$ cat src/rtl/credit_ledger.sv
// Credit accumulator downstream of the coin acceptor: saturating coin adds,
// vend grant/deny against a price, and refund as a train of fixed-width change pulses.
//
//   state     | meaning
//   ----------+-----------------------------------------------------------
//   IDLE      | accept coins, arbitrate refund and vend requests
//   PAYOUT_HI | change_pulse high, one CHANGE_UNIT already deducted
//   PAYOUT_LO | change_pulse low gap; then next unit or back to IDLE
module credit_ledger #(
    parameter int CREDIT_W    = 10,
    parameter int CHANGE_UNIT = 5,
    parameter int PULSE_HIGH  = 4,
    parameter int PULSE_LOW   = 4
) (
    input  logic                clk,
    input  logic                rst,
    input  logic                coin_valid,
    input  logic [5:0]          coin_value,
    input  logic                vend_req,
    input  logic [CREDIT_W-1:0] price,
    input  logic                refund_req,
    output logic [CREDIT_W-1:0] credit,
    output logic                vend_grant,
    output logic                vend_deny,
    output logic                change_pulse,
    output logic                busy,
    output logic                sat_flag
);

    localparam int T_MAX   = (PULSE_HIGH > PULSE_LOW) ? PULSE_HIGH : PULSE_LOW;
    localparam int TIMER_W = (T_MAX > 1) ? $clog2(T_MAX) : 1;

    localparam logic [CREDIT_W:0]  MAX_CREDIT = {1'b0, {CREDIT_W{1'b1}}};
    localparam logic [CREDIT_W:0]  UNIT       = (CREDIT_W+1)'(CHANGE_UNIT);
    localparam logic [TIMER_W-1:0] HI_LOAD    = TIMER_W'(PULSE_HIGH - 1);
    localparam logic [TIMER_W-1:0] LO_LOAD    = TIMER_W'(PULSE_LOW - 1);

    typedef enum logic [1:0] {
        IDLE      = 2'd0,
        PAYOUT_HI = 2'd1,
        PAYOUT_LO = 2'd2
    } state_t;

    state_t               state;
    logic [TIMER_W-1:0]   timer;

    logic                 unit_avail;
    logic                 timer_done;
    logic                 start_pulse;
    logic                 payout_done;
    logic                 sat_hit;
    logic [CREDIT_W:0]    coin_amt;
    logic [CREDIT_W:0]    sum;
    logic [CREDIT_W-1:0]  credit_coin;

    // One extra bit of headroom lets the clamp see an overflowing coin add.
    always_comb begin
        unit_avail  = {1'b0, credit} >= UNIT;
        timer_done  = (timer == '0);
        start_pulse = 1'b0;
        payout_done = 1'b0;
        case (state)
            IDLE:      start_pulse = !coin_valid && refund_req && unit_avail;
            PAYOUT_LO: begin
                start_pulse = timer_done && unit_avail;
                payout_done = timer_done && !unit_avail;
            end
            default:   ;
        endcase
        coin_amt    = coin_valid ? (CREDIT_W+1)'(coin_value) : '0;
        sum         = {1'b0, credit} + coin_amt - (start_pulse ? UNIT : '0);
        sat_hit     = (sum > MAX_CREDIT);
        credit_coin = sat_hit ? {CREDIT_W{1'b1}} : sum[CREDIT_W-1:0];
    end

    always_ff @(posedge clk) begin
        if (rst) begin
            state        <= IDLE;
            timer        <= '0;
            credit       <= '0;
            vend_grant   <= 1'b0;
            vend_deny    <= 1'b0;
            change_pulse <= 1'b0;
            busy         <= 1'b0;
            sat_flag     <= 1'b0;
        end else begin
            credit     <= credit_coin;
            vend_grant <= 1'b0;
            vend_deny  <= 1'b0;

            if (sat_hit)
                sat_flag <= 1'b1;
            else if (payout_done)
                sat_flag <= 1'b0;

            if (start_pulse) begin
                state        <= PAYOUT_HI;
                change_pulse <= 1'b1;
                busy         <= 1'b1;
                timer        <= HI_LOAD;
            end else begin
                case (state)
                    IDLE: begin
                        // Coins and refund requests both outrank a vend in the same cycle.
                        if (!coin_valid && !refund_req && vend_req) begin
                            if (credit >= price) begin
                                credit     <= credit - price;
                                vend_grant <= 1'b1;
                            end else begin
                                vend_deny  <= 1'b1;
                            end
                        end
                    end
                    PAYOUT_HI: begin
                        if (timer_done) begin
                            state        <= PAYOUT_LO;
                            change_pulse <= 1'b0;
                            timer        <= LO_LOAD;
                        end else begin
                            timer <= timer - TIMER_W'(1);
                        end
                    end
                    PAYOUT_LO: begin
                        if (timer_done) begin
                            state <= IDLE;
                            busy  <= 1'b0;
                        end else begin
                            timer <= timer - TIMER_W'(1);
                        end
                    end
                    default: begin
                        state        <= IDLE;
                        busy         <= 1'b0;
                        change_pulse <= 1'b0;
                    end
                endcase
            end
        end
    end

endmodule

$ cat config.mk
export PLATFORM = sky130hd
export DESIGN_NAME = credit_ledger
export DESIGN_NICKNAME = d
export VERILOG_FILES = /design/src/rtl/credit_ledger.sv
export SDC_FILE = /design/constraint.sdc
export NUM_CORES = 1
export LEC_CHECK = 0
export CAP_MARGIN = 25
export CORE_MARGIN = 2
export CORE_UTILIZATION = 53
export DETAILED_ROUTE_END_ITERATION = 8
export PLACE_DENSITY_LB_ADDON = 0.15
export RECOVER_POWER = 50
export SETUP_SLACK_MARGIN = 0.5
export SYNTH_ARGS = -nofsm -noshare
export SYNTH_HDL_FRONTEND = slang
export SYNTH_SLANG_ARGS = --single-unit
$ cat constraint.sdc
create_clock -name clk -period 4 [get_ports clk]
set_input_delay 0.8 -clock clk [delete_from_list [all_inputs] [get_ports clk]]
set_output_delay 0.8 -clock clk [all_outputs]
set_load 0.02 [all_outputs]
=== Word-level counts from Yosys, hierarchy flattened ===
Cells that the tools add are included.

* Add/sub/neg operators: 4
* Order comparisons: 3
* Eq/ne operators: 10
* Mux-type cells: 26
* Bitwise gates (word level): 2
* Reduce and logical (&&, ||, !) cells: 22

{| class="wikitable"
|+ Operators with widths
! kind !! number
|-
| 10-bit 2-to-1 mux || 5
|-
| 10-bit by 6-bit adder with 11-bit output || 1
|-
| 11-bit by 10-bit greater-than comparator with 1-bit output, second input constant || 1
|-
| 11-bit by 3-bit subtractor with 11-bit output || 1
|-
| 10-bit >= comparator || 1
|-
| 10-bit by 3-bit >= comparator with 1-bit output, second input constant || 1
|-
| 2-bit 2-to-1 mux || 5
|-
| 10-bit subtractor || 1
|-
| 1-bit 2-to-1 mux || 9
|-
| 3-bit inequality test, second input constant || 3
|-
| 1-bit logical AND || 6
|-
| 6-bit 2-to-1 mux || 1
|-
| 2-bit inequality test, second input constant || 3
|-
| 1-bit case mux with 2 select lines || 3
|-
| 2-bit case mux with 3 select lines || 1
|-
| 2-bit AND reduction || 3
|-
| 3-bit AND reduction || 2
|-
| 2-bit OR reduction || 3
|-
| 2-bit zero test || 2
|-
| 2-bit by 1-bit inequality test with 1-bit output, second input constant || 2
|-
| 2-bit case mux with 2 select lines || 1
|-
| 4-bit OR reduction || 1
|-
| 1-bit zero test || 3
|-
| 3-bit 2-to-1 mux || 1
|-
| other kinds (6) || 7
|}

* Bits in registers: 19
* Input port bits: 21
* Output and inout bits: 15
* Word-level logic and storage cells: 76

=== Logic depth before layout (Yosys ltp) ===
* Depth after elaboration: 12
* Mapped depth: 17

=== Least setup slack after synthesis ===
Ideal clock, no wire load.

* Path kind: input to register
* Start: input coin_valid
* End: register credit[3]
* Arrival time: 3.326 ns
* Data required time: 3.854 ns
* Setup slack: 0.529 ns
* Stages on the path: 16
* Buffers on the path: 1
* Path through: clkbuf_1 -> nor2_1 -> nand2_1 -> a21oi_1 -> nand2_1 -> inv_1 -> ha_1 -> inv_1 -> ha_1 -> fa_1 -> a21oi_1 -> o21ai_1 -> nand3_1 -> a21oi_1 -> nor3_4 -> a221oi_2

* Cells in the longest elaborated chain, start to end: 12
* Elaborated cells on any way between the ends: 16
* Classes of those cells: add/sub: 2; order compare: 1; mux: 8; reduce/logical: 5

{| class="wikitable"
|+ RTL lines
! element !! line !! RTL
|-
| from (decl) || 17 || <nowiki>input logic coin_valid,</nowiki>
|-
| 1-bit zero test * || 63 || <nowiki>IDLE: start_pulse = !coin_valid && refund_req && unit_avail;</nowiki>
|-
| 1-bit logical AND * (2 in a row) || 63 ||
|-
| 1-bit case mux with 2 select lines * || 62 || <nowiki>case (state)</nowiki>
|-
| via start_pulse || 49 || <nowiki>logic start_pulse;</nowiki>
|-
| 3-bit 2-to-1 mux || 71 || <nowiki>sum = {1'b0, credit} + coin_amt - (start_pulse ? UNIT : '0);</nowiki>
|-
| 11-bit by 3-bit subtractor with 11-bit output || 71 ||
|-
| 11-bit by 10-bit greater-than comparator with 1-bit output || 72 || <nowiki>sat_hit = (sum > MAX_CREDIT);</nowiki>
|-
| 10-bit 2-to-1 mux || 73 || <nowiki>credit_coin = sat_hit ? {CREDIT_W{1'b1}} : sum[CREDIT_W-1:0];</nowiki>
|-
| 10-bit 2-to-1 mux || 106 || <nowiki>if (credit >= price) begin</nowiki>
|-
| 10-bit 2-to-1 mux || 105 || <nowiki>if (!coin_valid && !refund_req && vend_req) begin</nowiki>
|-
| 10-bit 2-to-1 mux || 102 || <nowiki>case (state)</nowiki>
|-
| 10-bit 2-to-1 mux * || 96 || <nowiki>if (start_pulse) begin</nowiki>
|-
| to (signal assigned) || 87 || <nowiki>credit <= credit_coin;</nowiki>
|-
| to (signal assigned) || 107 || <nowiki>credit <= credit - price;</nowiki>
|-
| to (decl) || 22 || <nowiki>output logic [CREDIT_W-1:0] credit,</nowiki>
|}

The timed path passes the listed nets; every way through them passes the cells marked *.
A chain may end at the register's enable or synchronous reset.

=== Final worst setup path ===
* Start: input refund_req
* End: register credit[7]

* Cells in the longest elaborated chain, start to end: 11
* Elaborated cells on any way between the ends: 14
* Classes of those cells: add/sub: 1; order compare: 1; mux: 7; reduce/logical: 5

{| class="wikitable"
|+ RTL lines
! element !! line !! RTL
|-
| from (decl) || 21 || <nowiki>input logic refund_req,</nowiki>
|-
| 1-bit logical AND (2 in a row) || 63 ||
|-
| 1-bit case mux with 2 select lines || 62 ||
|-
| 3-bit 2-to-1 mux || 71 ||
|-
| 11-bit by 3-bit subtractor with 11-bit output || 71 ||
|-
| 11-bit by 10-bit greater-than comparator with 1-bit output || 72 ||
|-
| 10-bit 2-to-1 mux || 73 ||
|-
| 10-bit 2-to-1 mux || 106 ||
|-
| 10-bit 2-to-1 mux || 105 ||
|-
| 10-bit 2-to-1 mux || 102 ||
|-
| 10-bit 2-to-1 mux * || 96 ||
|}

Every way passes the cells marked *; elsewhere a longest branch is shown, timed or not.

==> qor.csv <==
metric,value,unit
status,finished clean,
worstPathRequired,4.16,ns
max_freq,280,MHz
finClkSkew,0.00107,ns
ys_warn_count,0,
hold_slack,0.454,ns
drt_iter0_markers,73,
clk_latency,0.26,ns
gp_congestion,0.888,
final.setup.tns,0,ns
wl_per_cell,14.5,um
postSynthRegisterBits,19,
instances_no_fill,340,
postSynth.topFlopCell,dfxtp_1,
avgSynthCellArea,8.03,sq um
critPathSlowestCell,dlygate4sd3_1,
clk_path_buf_depth,2,
hold_class,flip-flop to flip-flop,
drv_slew,0,
post-dp-hpwl,3660,um
rsz0062_at_grt,no,
grt_first_pass_wirelength,7780,um
grt_pass1_vias,1692,
crit_type,primary input to flip-flop,
syn_inst,246,
critical_path.max_fanout,4,
final_common_cell,inv_1,
die_w,65.1,um
syn2layout_area_growth,31.3,%
syn-cell-area,1980,sq um
die_area,4230,sq um
drt_first_pass_iters,4,
relSlewSlack,0.376,
drc,0,
cts_root_buf,clkbuf_8,
drive_above_1_share,0.154,
crit_arrival,3.73,ns
period_minus_slack,3.57,ns
cts_tree,yes,
ir_drop,0.653,mV
drtAntennaViolNets,0,
globalRouteOverflowTotal,0,
synth-edff-count,0,
post-route-period-util,0.892,
critical-path-top-delay-family,compound AO/OA/AOI/OAI gates,
num_io_pins,36,
worst_slack,0.433,ns
final_util,0.714,
fill_cells,308,
yosysSeqAreaShare,0.193,
async_flop_share,0,
antenna_cells,0,
clk_pin_slew,0.07,ns
slowest_delay,0.57,ns
worst_pin_slew,0.933,ns
die_h,65.1,um
cts.sinks,19,
core,3630,sq um
crit_path_frequent_cell,nand2_1,
grt_max_degree,20,
rows,22,
synth_cell_types,48,
max_cap_viol_count,0,
worstPathCellList,dlygate4sd3_1 -> nand2_1 -> a21oi_1 -> nand2_2 -> fa_2 -> ha_4 -> buf_4 -> a211oi_4 -> o221ai_2 -> nand2_1 -> nand3_1 -> xor2_1 -> a221oi_2,
place_inst,331,
io_buffer_count,35,
synth.net_count,300,
final_cell_mix,"inv_1, ha_1, nand2_1",
cts-hold-fix-buffers,0,
num_vias,1846,
start_util,0.544,
hold_violations,0,
worstSetupStartpointType,primary input,
p_per_area,976,nW/um^2
htree_levels,1,
power_leakage,1.16,nW
via_per_inst,5.43,
crit_buf_inv,2,
cts_buffers,3,
drt_wl_total,4940,um
endpoint_kind,flip-flop,
track_usage,0.235,
pre_cts_slack,0.137,ns
nets,347,
setup_violations,0,
antenna_found_initial,0,
state kept, by name (all words and copies together), names as in the netlist:
register / count
credit: 10
state: 2
timer: 2
busy: 1
change_pulse: 1
sat_flag: 1
vend_deny: 1
vend_grant: 1
cells in the mapped netlist, types with 5 or more instances:
master	instances	share of area
a21oi_1	20	0.051
a221oi_2	8	0.061
dfxtp_1	19	0.19
ha_1	30	0.19
inv_1	44	0.084
nand2_1	23	0.044
nand2b_1	5	0.016
nand3_1	5	0.013
nor2_1	11	0.021
nor2b_1	6	0.019
o21ai_0	10	0.025
xnor2_1	8	0.035
tightest hold or removal path: stages, from the launching register on:
cell and delay (ns):
dfxtp_1 0.31, nand2_1 0.05, a21oi_1 0.05
power by group:
part / switching [W] / leakage, nW / internal [W]
Combinational: 0.00110 / 0.983 / 0.000945
Sequential: 0.0000795 / 0.158 / 0.000269
Clock: 0.0000664 / 0.0228 / 0.0000709
Total: 0.00125 / 1.16 / 0.00129
metrics by stage:
stage          area, sq um  total power (W)
6_report              2590          0.00253
4_1_cts               2490          0.00233
5_1_grt               2590          0.00276
2_1_floorplan         1980          0.00166
3_3_place_gp          2410          0.00208
3_5_place_dp          2410          0.00211
final cells by class:
| type | count | area (sq um) | area share |
|---|---|---|---|
| sequential | 19 | 382 | 0.147 |
| clock buffer | 4 | 45.0 | 0.0174 |
| inverter | 44 | 165 | 0.0636 |
| timing repair buffer | 46 | 435 | 0.168 |
| multi-input combinational | 179 | 1510 | 0.581 |
| tap | 48 | 60.1 | 0.0231 |
cells by family (layout without fill, tap and decap cells):
| group | count (synthesis) | count (layout) | share of synthesized area |
|---|---|---|---|
| compound gates | 66 | 66 | 0.255 |
| xor+xnor | 12 | 12 | 0.0532 |
| fa+ha+maj | 33 | 33 | 0.220 |
| buf+inv | 48 | 94 | 0.0937 |
| flops | 19 | 19 | 0.193 |
| mux | 3 | 3 | 0.0158 |
| simple gates | 65 | 65 | 0.170 |
layer usage:
metal  part of all wire  track usage
met1               0.46        0.317
met2               0.49        0.397
met3              0.035       0.0330
met4              0.015       0.0573
met5                  0            0
repair_timing:
action | CTS | global route
endpoints found under the setup margin | 10 | 10
resized for setup | 7 | 18
gates cloned | 0 | 1
pin swaps | 4 | 11
setup buffers | 1 | 3
path summary, 6_finish.rpt:
check / from / endpoint / slack, ns / depth (start not counted)
setup / recovery: refund_req / credit[7]$_SDFF_PP0_ / 0.43 / 13
hold / removal: change_pulse$_SDFFE_PP0P_ / change_pulse$_SDFFE_PP0P_ / 0.45 / 2
setup reg to reg: credit[0]$_SDFF_PP0_ / credit[7]$_SDFF_PP0_ / 0.67 / 17
hold reg to reg: change_pulse$_SDFFE_PP0P_ / change_pulse$_SDFFE_PP0P_ / 0.45 / 2
Power figures use the tool's default switching activity.
